[src/rtl/lcd_bus_pkg.sv]
// Shared HD44780 bus definitions for the LCD reader and write engine.
package lcd_bus_pkg;

  localparam int unsigned BUS_W = 8;

  localparam logic LOW      = 1'b0;
  localparam logic HIGH     = 1'b1;
  localparam logic RS_CMD   = 1'b0;
  localparam logic RS_DATA  = 1'b1;
  localparam logic RW_WRITE = 1'b0;
  localparam logic RW_READ  = 1'b1;

  typedef enum logic [2:0] {
    IDLE,
    BF_SETUP,
    BF_EHI,
    BF_ELO,
    RD_SETUP,
    RD_EHI,
    RD_ELO,
    ACK
  } rd_state_t;

  typedef enum logic [1:0] {
    STB_IDLE,
    STB_SETUP,
    STB_EHI,
    STB_ELO
  } stb_phase_t;

  // Counter width able to hold n-1, never narrower than one bit.
  function automatic int unsigned cnt_width(input int unsigned n);
    return (n > 1) ? $clog2(n) : 1;
  endfunction

endpackage

[src/rtl/lcd_strobe.sv]
// One bus access: setup, E high, E low, timed by a single down-counter.
// All three cycle counts must be at least 1.
module lcd_strobe
  import lcd_bus_pkg::*;
#(
  parameter int unsigned SETUP_CYCLES  = 1,
  parameter int unsigned E_HIGH_CYCLES = 2,
  parameter int unsigned E_LOW_CYCLES  = 2
) (
  input  logic clock,
  input  logic reset_n,
  input  logic start_i,
  output logic e,
  output logic sample_o,
  output logic done_o
);

  localparam int unsigned MAX_CYC =
    (SETUP_CYCLES > E_HIGH_CYCLES) ?
      ((SETUP_CYCLES > E_LOW_CYCLES) ? SETUP_CYCLES : E_LOW_CYCLES) :
      ((E_HIGH_CYCLES > E_LOW_CYCLES) ? E_HIGH_CYCLES : E_LOW_CYCLES);
  localparam int unsigned CNT_W = cnt_width(MAX_CYC);

  stb_phase_t       phase_q, phase_d;
  logic [CNT_W-1:0] cnt_q, cnt_d;
  logic             e_d;

  // Sample/done mark the last cycle of E-high and E-low; decoded from flops only.
  assign sample_o = (phase_q == STB_EHI) && (cnt_q == '0);
  assign done_o   = (phase_q == STB_ELO) && (cnt_q == '0);

  always_ff @(posedge clock or negedge reset_n) begin
    if (!reset_n) begin
      phase_q <= STB_IDLE;
      cnt_q   <= '0;
      e       <= LOW;
    end else begin
      phase_q <= phase_d;
      cnt_q   <= cnt_d;
      e       <= e_d;
    end
  end

  always_comb begin
    phase_d = phase_q;
    cnt_d   = cnt_q;
    e_d     = e;
    if (start_i) begin
      phase_d = STB_SETUP;
      cnt_d   = CNT_W'(SETUP_CYCLES - 1);
      e_d     = LOW;
    end else begin
      case (phase_q)
        STB_SETUP: begin
          if (cnt_q == '0) begin
            phase_d = STB_EHI;
            cnt_d   = CNT_W'(E_HIGH_CYCLES - 1);
            e_d     = HIGH;
          end else begin
            cnt_d = cnt_q - 1'b1;
          end
        end
        STB_EHI: begin
          if (cnt_q == '0) begin
            phase_d = STB_ELO;
            cnt_d   = CNT_W'(E_LOW_CYCLES - 1);
            e_d     = LOW;
          end else begin
            cnt_d = cnt_q - 1'b1;
          end
        end
        STB_ELO: begin
          if (cnt_q == '0) begin
            phase_d = STB_IDLE;
          end else begin
            cnt_d = cnt_q - 1'b1;
          end
        end
        default: ;
      endcase
    end
  end

endmodule

[src/rtl/lcd_reader.sv]
// HD44780 bus reader: polls the busy flag, then reads one data or status byte.
// Optional busy-poll timeout enabled by defining LCD_READ_TIMEOUT_EN.
module lcd_reader
  import lcd_bus_pkg::*;
#(
  parameter int unsigned SETUP_CYCLES  = 1,
  parameter int unsigned E_HIGH_CYCLES = 2,
  parameter int unsigned E_LOW_CYCLES  = 2
`ifdef LCD_READ_TIMEOUT_EN
  , parameter int unsigned BF_TIMEOUT  = 1023
`endif
) (
  input  logic             clock,
  input  logic             reset_n,
  input  logic             req,
  input  logic             register,
  output logic             ack,
  output logic [BUS_W-1:0] value,
  output logic             err,
  output logic             e,
  output logic             rw,
  output logic             rs,
  inout  wire  [BUS_W-1:0] data
);

  rd_state_t        state_q, state_d;
  logic             ack_d, rw_d, rs_d;
  logic [BUS_W-1:0] value_d;
  logic             bf_q, bf_d;
  logic             reg_q, reg_d;
  logic             start_c;
  logic             strobe_sample;
  logic             strobe_done;

  // The reader only ever listens on the bus.
  assign data = {BUS_W{1'bz}};

  lcd_strobe #(
    .SETUP_CYCLES (SETUP_CYCLES),
    .E_HIGH_CYCLES(E_HIGH_CYCLES),
    .E_LOW_CYCLES (E_LOW_CYCLES)
  ) u_strobe (
    .clock   (clock),
    .reset_n (reset_n),
    .start_i (start_c),
    .e       (e),
    .sample_o(strobe_sample),
    .done_o  (strobe_done)
  );

`ifdef LCD_READ_TIMEOUT_EN
  localparam int unsigned POLL_W = cnt_width(BF_TIMEOUT);
  logic [POLL_W-1:0] poll_q, poll_d;
  logic              err_d;

  always_ff @(posedge clock or negedge reset_n) begin
    if (!reset_n) begin
      poll_q <= '0;
      err    <= LOW;
    end else begin
      poll_q <= poll_d;
      err    <= err_d;
    end
  end
`else
  assign err = LOW;
`endif

  always_ff @(posedge clock or negedge reset_n) begin
    if (!reset_n) begin
      state_q <= IDLE;
      ack     <= LOW;
      rw      <= RW_WRITE;
      rs      <= RS_CMD;
      value   <= '0;
      bf_q    <= LOW;
      reg_q   <= RS_CMD;
    end else begin
      state_q <= state_d;
      ack     <= ack_d;
      rw      <= rw_d;
      rs      <= rs_d;
      value   <= value_d;
      bf_q    <= bf_d;
      reg_q   <= reg_d;
    end
  end

  // Sequencer: busy poll(s), one read, one-cycle ack. Strobe timing lives in lcd_strobe.
  always_comb begin
    state_d = state_q;
    ack_d   = LOW;
    rw_d    = rw;
    rs_d    = rs;
    value_d = value;
    bf_d    = bf_q;
    reg_d   = reg_q;
    start_c = LOW;
`ifdef LCD_READ_TIMEOUT_EN
    err_d   = LOW;
    poll_d  = poll_q;
`endif
    case (state_q)
      IDLE: begin
        if (req) begin
          reg_d   = register;
          rw_d    = RW_READ;
          rs_d    = RS_CMD;
          start_c = HIGH;
          state_d = BF_SETUP;
`ifdef LCD_READ_TIMEOUT_EN
          poll_d  = '0;
`endif
        end
      end
      BF_SETUP: begin
        if (strobe_sample) begin
          bf_d    = data[BUS_W-1];
          state_d = BF_ELO;
        end else if (e) begin
          state_d = BF_EHI;
        end
      end
      BF_EHI: begin
        if (strobe_sample) begin
          bf_d    = data[BUS_W-1];
          state_d = BF_ELO;
        end
      end
      BF_ELO: begin
        if (strobe_done) begin
          if (bf_q) begin
`ifdef LCD_READ_TIMEOUT_EN
            if (poll_q == POLL_W'(BF_TIMEOUT - 1)) begin
              ack_d   = HIGH;
              err_d   = HIGH;
              rw_d    = RW_WRITE;
              rs_d    = RS_CMD;
              state_d = ACK;
            end else begin
              poll_d  = poll_q + 1'b1;
              start_c = HIGH;
              state_d = BF_SETUP;
            end
`else
            start_c = HIGH;
            state_d = BF_SETUP;
`endif
          end else begin
            rs_d    = reg_q;
            start_c = HIGH;
            state_d = RD_SETUP;
          end
        end
      end
      RD_SETUP: begin
        if (strobe_sample) begin
          value_d = data;
          state_d = RD_ELO;
        end else if (e) begin
          state_d = RD_EHI;
        end
      end
      RD_EHI: begin
        if (strobe_sample) begin
          value_d = data;
          state_d = RD_ELO;
        end
      end
      RD_ELO: begin
        if (strobe_done) begin
          ack_d   = HIGH;
          rw_d    = RW_WRITE;
          rs_d    = RS_CMD;
          state_d = ACK;
        end
      end
      ACK: begin
        state_d = IDLE;
      end
      default: begin
        state_d = IDLE;
      end
    endcase
  end

endmodule

[config.mk]
export PLATFORM = sky130hd
export DESIGN_NAME = lcd_reader
export DESIGN_NICKNAME = d
export VERILOG_FILES = /design/src/rtl/lcd_bus_pkg.sv /design/src/rtl/lcd_strobe.sv /design/src/rtl/lcd_reader.sv
export SDC_FILE = /design/constraint.sdc
export NUM_CORES = 1
export LEC_CHECK = 0
export ABC_CLOCK_PERIOD_IN_PS = 2200
export CAP_MARGIN = 20
export CORE_ASPECT_RATIO = 1.25
export CORE_UTILIZATION = 51
export DETAILED_ROUTE_END_ITERATION = 6
export PLACE_DENSITY = 0.84
export SETUP_SLACK_MARGIN = 0.1
export SYNTH_ARGS = -nofsm -noshare
export SYNTH_HDL_FRONTEND = slang
export SYNTH_SLANG_ARGS = --single-unit
[constraint.sdc]
create_clock -name clock -period 2.2 [get_ports clock]
set_input_delay 0.33 -clock clock [delete_from_list [all_inputs] [get_ports clock]]
set_output_delay 0.33 -clock clock [all_outputs]
set_load 0.02 [all_outputs]
==> impl_metrics.yaml, run 1 <==
synth:
  ys.flop_type: "dfrtp_1"
  yosys_warnings: 0
  ys_types: 45
  synth_seq_area_share_pct: 34.8
  avgSynthCellArea_um2: 9.27
  netlist_area_um2: 936
  async_flop_share_pct: 100
  synth_cells: 101
  ys_ff_latch: 13
  synth-edff-count: 0
clocking:
  cts_tree: "done"
  cts_sinks: 13
  cts_max_path_buffers: 2
  cts_setup_buffers: 0
  cts_htree_levels: 1
  ctsResizeCount: 0
  cts_buffers: 3
  cts_root_buffer: "clkbuf_4"
  cts.hold.buffers_added: 0
  clkTransAtPathRegs_ns: 0.08
  clk-insertion-delay-late_ns: 0.28
power_and_ir_drop:
  ir_drop_mv: 0.583
  p_seq_share_pct: 39.0
  power.leakage_nw: 0.449
  power_density_nw_per_um2: 1290
  switching_share_pct: 45.1
  combinationalPowerShare_pct: 49.2
  p_clk_share_pct: 11.8
  p_switching_mw: 0.588
  power.internal_mw: 0.715
drt:
  drcViolationCount: 0
  routed_wl_um: 1640
  first_iter_violations: 19
  firstDrtPassIters: 4
  vias: 684
  ant_nets: 0
  wire_per_inst_um: 13.2
  viasPerCell: 5.52
global_routing:
  use_met2_pct: 30.4
  track_usage_pct: 18.4
  grt.busiest_layer: "met2"
  grt_pass1_wl_um: 2550
  grtUsageMet3_pct: 2.70
  use_met1_pct: 21.5
  globalRouteOverflowTotal: 0
  antenna_found_initial: 0
  grt_max_degree: 20
  grt_pass1_vias: 595
cells_and_area:
  mostFrequentLayoutCells: "clkdlybuf4s50_1, dfrtp_1, conb_1, nand2_1, nor2_1"
  syn2layout_area_growth_pct: 7.89
  diodes: 0
  drive_above_1_share_pct: 9.43
  final_util_pct: 61.5
  layout_commonest_cell: "clkdlybuf4s50_1"
  nets: 115
sta:
  hold_viol_final: 0
  rsz0062_at_grt: "no"
  fmax_mhz: 578
  fin_ws_ns: 0.469
  slew_headroom_pct: 59.3
  min_period_over_period_pct: 78.7
  worst_pin_slew_ns: 0.611
  finalSetupTns_ns: 0
  finClkSkew_ns: 0.00165
  setup_violations: 0
  min_period_ns: 1.73
  slew_viol_final: 0
die:
  core-area_um2: 1640
  rows: 16
  io_pins: 25
  die_y_um: 49.9
  start_util_pct: 57.0
  die_w_um: 40.3
  fp.dieArea_um2: 2010
place:
  hpwl_um: 1180
  place_ws_ns: 0.394
  port_buffers: 15
  place_congestion: 0.785
critical_path:
  worstPathMaxFanout: 9
  crit_buf_inv: 1
  reg2regPathDepth: 6
  start_kind: "flip-flop"
  cpPeakStageDelay_ns: 0.65
  regToRegSetupSlack_ns: 0.56
  cp_cell_sequence: "clkdlybuf4s50_1"
  cpLargestDelayFamily: "buffers and inverters"
  cp.required_ns: 1.87
  slowest_stage: "clkdlybuf4s50_1"
  r2r_start: "u_strobe.phase_q[0]"
  r2r_end: "state_q[0]"
  arrival_ns: 1.40
  critPathKind: "reg -> out"
  worstSetupEndpointType: "output port"
worst_hold_path:
  hp-class: "in -> async"
run_status:
  status: "finished, final reports clean"
job:
  cap_violations: 0
## cell families after synthesis
group / count (synthesis) / synth area share (%)
simple gates: 34 / 23.8
buf+inv: 25 / 17.8
compound gates: 20 / 13.8
flops: 13 / 34.8
fa+ha+maj: 4 / 5.35
xor+xnor: 2 / 1.87
mux: 2 / 2.27
other cells: 1 / 0.401
## state kept, by name, summed over array words and instances, names as in the netlist
| name | count |
|---|---|
| ack | 1 |
| bf_q | 1 |
| reg_q | 1 |
| rs | 1 |
| rw | 1 |
| state_q | 3 |
| u_strobe.cnt_q | 1 |
| u_strobe.e | 1 |
| u_strobe.phase_q | 2 |
| value | 1 |
## synthesized netlist by cell type, types with 3 or more instances
master	number	share of area (%)
buf_4	16	13
dfrtp_1	13	35
nand2_1	6	2.4
nor2_1	5	2.0
a21oi_1	4	2.1
buf_2	4	2.1
ha_1	4	5.3
nor3_1	4	2.1
inv_1	3	1.2
nand2b_1	3	2.0
o21ai_0	3	1.6
o21ai_1	3	1.6
## power groups by stage
stage / clock [mW] / combinational (mW) / sequential (mW)
3_3_place_gp: 0 / 0.625 / 0.502
2_1_floorplan: 0 / 0.643 / 0.407
6_report: 0.153 / 0.641 / 0.508
5_1_grt: 0.167 / 0.725 / 0.523
4_1_cts: 0.154 / 0.642 / 0.503
3_5_place_dp: 0 / 0.638 / 0.509
## cell type report
cell class              instances  area [µm²]
clock buffers                   4        26.3
fillers                       140         632
inverters                       3        11.3
multi-input cells              71         474
flip-flops and latches         13         325
well taps                      18        22.5
repair buffers                 15         150
## per-stage QoR
| step | instance area, µm² | power, mW | hold WS [ns] | std cells |
|---|---|---|---|---|
| after global routing | 1010 | 1.42 | 0.490 | 124 |
| final | 1010 | 1.30 | 0.421 | 124 |
| after CTS | 1010 | 1.30 | 0.450 | 124 |
| after floorplan | 966 | 1.05 | 0.0344 | 109 |
| after detailed placement | 983 | 1.15 | 0.485 | 120 |
| after global placement | 983 | 1.13 | 0.478 | 120 |
## worst max path at each step
| stage | start | endpoint | slack [ns] | cells past startpoint |
|---|---|---|---|---|
| after floorplan | state_q[1] | reg_q | 0.81 | 4 |
| after global placement | req | reg_q | 0.41 | 4 |
| after detailed placement | req | reg_q | 0.39 | 4 |
| after CTS | value[0] | value[5] | 0.45 | 1 |
| after global routing | value[0] | value[3] | 0.38 | 1 |
| final | value[0] | value[5] | 0.47 | 1 |
## metal layers
metal / vias up / part of all wire [%]
met1: 327 / 42
li1: 336 / -
met4: 0 / 2.3
met2: 16 / 52
met3: 5 / 3.7
met5: - / 0
(Power assumes the default switching activity.)
==> inputs of run 2 (changes only) <==
--- a/config.mk
+++ b/config.mk
@@ -5,12 +5,12 @@
 export SDC_FILE = /design/constraint.sdc
 export NUM_CORES = 1
 export LEC_CHECK = 0
-export ABC_CLOCK_PERIOD_IN_PS = 2200
+export ABC_CLOCK_PERIOD_IN_PS = 1600
 export CAP_MARGIN = 20
 export CORE_ASPECT_RATIO = 1.25
-export CORE_UTILIZATION = 51
+export CORE_UTILIZATION = 47
 export DETAILED_ROUTE_END_ITERATION = 6
-export PLACE_DENSITY = 0.84
+export PLACE_DENSITY = 0.78
 export SETUP_SLACK_MARGIN = 0.1
 export SYNTH_ARGS = -nofsm -noshare
 export SYNTH_HDL_FRONTEND = slang
==> constraint.sdc (replaced) <==
create_clock -name clock -period 1.6 [get_ports clock]
set_input_delay 0.24 -clock clock [delete_from_list [all_inputs] [get_ports clock]]
set_output_delay 0.24 -clock clock [all_outputs]
set_load 0.02 [all_outputs]
==> run 2 against run 1 <==
Clock skew decreased by 0.00080 ns; global-route usage hardly changed; final cell count grew 11%; non-clock buffer count increased by 13; largest power group unchanged; highest routed layer unchanged.
==> impl_metrics.yaml, run 2 (synthesis gave the netlist of run 1 again) <==
run_status:
  status: "finished, final reports clean"
sta:
  fmax_mhz: 693
  finClkSkew_ns: 0.000846
  min_period_ns: 1.44
  min_period_over_period_pct: 90.2
  rsz0062_at_grt: "yes"
  slew_viol_final: 0
  finalSetupTns_ns: 0
  hold_viol_final: 0
  setup_violations: 0
clocking:
  cts_htree_levels: 1
  cts_buffers: 3
  cts_sinks: 13
  cts_tree: "done"
  clkTransAtPathRegs_ns: 0.08
  cts_root_buffer: "clkbuf_4"
  clk-insertion-delay-late_ns: 0.28
  cts_max_path_buffers: 2
drt:
  ant_nets: 0
  firstDrtPassIters: 4
  routed_wl_um: 1790
  wire_per_inst_um: 12.9
  first_iter_violations: 9
  drcViolationCount: 0
  vias: 718
  viasPerCell: 5.20
cells_and_area:
  nets: 128
  diodes: 0
  layout_commonest_cell: "buf_4"
  largest_reg_flops: 3
  largest_register: "state_q"
  drive_above_1_share_pct: 22.7
  syn2layout_area_growth_pct: 19.3
  mostFrequentLayoutCells: "buf_4, dfrtp_1, dlygate4sd2_1, conb_1, nand2_1"
  reg_top3: "state_q (3), u_strobe.phase_q (2)"
place:
  port_buffers: 15
  hpwl_um: 1310
  place_congestion: 0.768
critical_path:
  cp.required_ns: 1.36
  cpLargestDelayFamily: "buffers and inverters"
  worstSetupEndpointType: "output port"
  start_kind: "flip-flop"
  worstPathMaxFanout: 1
  arrival_ns: 1.20
  critPathKind: "reg -> out"
  crit_buf_inv: 1
  cp_cell_sequence: "clkdlybuf4s50_1"
  cpPeakStageDelay_ns: 0.59
  slowest_stage: "clkdlybuf4s50_1"
power_and_ir_drop:
  power_density_nw_per_um2: 1820
  ir_drop_mv: 0.944
  power.leakage_nw: 0.559
  power.total_mw: 2.03
global_routing:
  globalRouteOverflowTotal: 0
  grt_max_degree: 15
  grt_pass1_wl_um: 2950
  antenna_found_initial: 0
  track_usage_pct: 18.4
  grt_pass1_vias: 675
job:
  cap_violations: 0
worst_hold_path:
  hp-class: "in -> async"
die:
  io_pins: 25
  fp.dieArea_um2: 2170
  start_util_pct: 51.8
  die_y_um: 51.9
  rows: 17
  die_w_um: 41.9
  core-area_um2: 1810
[run 2: cell types whose count changed in the layout (fill, tap and decap cells not counted), sizes merged]
cell           before  now
buf                 0   13
clkdlybuf4s50      15    4
dlygate4sd2         0   11
[run 2: where the power goes]
| part | internal (mW) | switching (mW) |
|---|---|---|
| clock | 0.0970 | 0.113 |
| sequential | 0.450 | 0.165 |
| combinational | 0.605 | 0.597 |
| total | 1.15 | 0.875 |
[run 2: timing repair]
item / 4_1_cts / 5_1_grt
pin swaps: 1 / 2
hold buffers: 0 / 0
gates resized for setup: 13 / 4
setup buffers: 0 / 3
setup endpoints to repair: 13 / 4
cloned: 0 / 0
[run 2: cell type report]
cell class / instances / area (µm²)
inverters: 3 / 11.3
flip-flops and latches: 13 / 327
clock buffers: 4 / 26.3
well taps: 19 / 23.8
fillers: 166 / 692
repair buffers: 28 / 234
multi-input cells: 71 / 494
[run 2: worst paths after layout]
check,start,endpoint,slack (ns),cells past startpoint
max,ack,ack,0.16,1
min,reset_n,state_q[0],0.26,2
max reg2reg,u_strobe.phase_q[0],state_q[1],0.18,7
min reg2reg,reg_q,reg_q,0.52,1
max in group asynchronous,reset_n,state_q[0],1.17,2
min in group clock,reg_q,reg_q,0.52,1
[run 2: per-layer routing]
metal / track usage [%] / wire length [µm]
met2: 32.6 / 924
met3: 2.43 / 54
met4: 12.9 / 45
met5: 0 / 0
met1: 20.3 / 761
[run 2: through the flow]
stage / instance area [µm²] / setup WS, ns / instances / hold WS [ns] / util, %
2_1_floorplan: 966 / 0.214 / 109 / -0.0556 / -
3_3_place_gp: 1060 / -0.0349 / 131 / 0.485 / 58.6
3_5_place_dp: 1060 / -0.0789 / 131 / 0.492 / 58.6
4_1_cts: 1080 / 0.113 / 135 / 0.261 / 59.9
5_1_grt: 1120 / 0.0826 / 138 / 0.293 / 61.7
6_report: 1120 / 0.158 / 138 / 0.255 / 61.7
==> inputs of run 3 (changes only) <==
--- a/config.mk
+++ b/config.mk
@@ -5,12 +5,13 @@
 export SDC_FILE = /design/constraint.sdc
 export NUM_CORES = 1
 export LEC_CHECK = 0
+export ABC_AREA = 0
 export ABC_CLOCK_PERIOD_IN_PS = 1600
 export CAP_MARGIN = 20
 export CORE_ASPECT_RATIO = 1.25
-export CORE_UTILIZATION = 47
+export CORE_UTILIZATION = 29
+export CTS_BUF_LIST = sky130_fd_sc_hd__clkbuf_4
 export DETAILED_ROUTE_END_ITERATION = 6
-export PLACE_DENSITY = 0.78
 export SETUP_SLACK_MARGIN = 0.1
 export SYNTH_ARGS = -nofsm -noshare
 export SYNTH_HDL_FRONTEND = slang
==> run 3 against run 2 <==
Largest power group unchanged; non-clock buffer count decreased by 3; clock skew increased by 0.0049 ns; routed wire length rose by 4.3%; highest routed layer unchanged; hold slack better by 0.0046 ns; largest cell class unchanged.
==> impl_metrics.yaml, run 3 (synthesis gave the netlist of run 1 again) <==
run_status:
  status: "finished, final reports clean"
sta:
  setup_violations: 0
  finalSetupTns_ns: 0
  slew_viol_final: 0
  min_period_over_period_pct: 91.6
  min_period_ns: 1.47
  fin_ws_ns: 0.134
  fmax_mhz: 682
  hold_viol_final: 0
  rsz0062_at_grt: "yes"
  finClkSkew_ns: 0.00577
power_and_ir_drop:
  power_density_nw_per_um2: 1820
  power.leakage_nw: 0.556
  ir_drop_mv: 0.914
critical_path:
  worstPathMaxFanout: 5
  worstSetupEndpointType: "flip-flop"
  start_kind: "flip-flop"
  critPathKind: "reg -> reg"
  arrival_ns: 1.63
  cp.required_ns: 1.77
global_routing:
  grt_max_degree: 14
  track_usage_pct: 11.9
  grt_pass1_vias: 696
  globalRouteOverflowTotal: 0
  grt_pass1_wl_um: 3090
  antenna_found_initial: 0
drt:
  firstDrtPassIters: 4
  viasPerCell: 4.63
  wire_per_inst_um: 12.3
  drcViolationCount: 0
  routed_wl_um: 1860
  first_iter_violations: 7
  vias: 703
  ant_nets: 0
cells_and_area:
  layout_commonest_cell: "dfrtp_1"
  diodes: 0
  mostFrequentLayoutCells: "dfrtp_1, dlygate4sd2_1, conb_1, buf_4, nand2_1"
  final_util_pct: 38.2
  largest_register: "state_q"
  drive_above_1_share_pct: 23.3
  nFillCells: 317
  nets: 125
  largest_reg_flops: 3
  reg_top3: "state_q (3), u_strobe.phase_q (2)"
  syn2layout_area_growth_pct: 22.3
place:
  place_ws_ns: -0.0593
  port_buffers: 15
  hpwl_um: 1380
  place_congestion: 0.730
worst_hold_path:
  hp-class: "in -> async"
clocking:
  cts_max_path_buffers: 2
  cts_sinks: 13
  cts.hold.buffers_added: 0
  clkTransAtPathRegs_ns: 0.08
  cts_root_buffer: "clkbuf_4"
  cts_htree_levels: 1
  cts_buffers: 3
  clk-insertion-delay-late_ns: 0.28
  cts_tree: "done"
die:
  start_util_pct: 31.2
  die_w_um: 52.8
  fp.dieArea_um2: 3460
  rows: 22
  die_y_um: 65.5
  io_pins: 25
  core-area_um2: 3000
job:
  cap_violations: 0
run 3: cell count changes in the layout (fill, tap and decap cells not counted), sizes merged:
| cell | previous run | this run |
|---|---|---|
| buf | 13 | 10 |
run 3: where the power goes:
part           internal (mW)  total [mW]  leakage (nW)  switching, mW
combinational          0.620        1.23         0.379          0.610
clock                  0.114       0.223        0.0184          0.110
sequential             0.449       0.631         0.159          0.182
run 3: layout make-up:
| class | instances | area, µm² | share of cell area [%] |
|---|---|---|---|
| clock buffer | 4 | 30.0 | 2.62 |
| inverter | 3 | 11.3 | 0.984 |
| multi-input combinational | 71 | 508 | 44.4 |
| sequential | 13 | 327 | 28.5 |
| tap | 36 | 45.0 | 3.93 |
| timing repair buffer | 25 | 224 | 19.6 |
run 3: worst max-delay path, stage by stage (launching register included):
cell and delay (ns):
dfrtp_1 0.44, ha_2 0.20, nor2b_4 0.14, o21ai_0 0.31
a2bb2oi_1 0.11, nor3b_2 0.16
run 3: per-layer routing:
layer	part of all wire (%)	GRT usage, %	routed length, µm	vias to the layer above
met5	0	0	0	-
met2	50	20.7	927	18
li1	-	-	-	353
met1	46	13.8	851	328
met4	1.3	4.93	25	0
met3	3.1	2.08	58	4
run 3: metrics by stage:
stage | hold slack, ns | area [µm²] | total power [mW] | instances
finish | 0.260 | 1140 | 2.08 | 152
global route | 0.290 | 1140 | 2.26 | 152
CTS | 0.263 | 1100 | 1.97 | 150
detailed placement | 0.504 | 1080 | 1.75 | 146
global placement | 0.489 | 1080 | 1.71 | 146
floorplan | -0.0556 | 966 | 1.44 | 109
run 3: timing repair:
item | CTS | global route
buffers inserted | 0 | 2
pin swaps | 0 | 1
resized for setup | 12 | 7
hold endpoints to repair | 0 | 0
cloned | 0 | 0
endpoints found under the setup margin | 14 | 8
run 3: final timing paths:
check / start / endpoint / slack [ns] / depth (start not counted)
max: u_strobe.phase_q[1] / rs / 0.13 / 5
min: reset_n / state_q[0] / 0.26 / 2
max reg2reg: u_strobe.phase_q[1] / rs / 0.13 / 5
min in group clock: reg_q / reg_q / 0.52 / 1
max in group asynchronous: reset_n / state_q[1] / 1.16 / 2
min reg2reg: reg_q / reg_q / 0.52 / 1
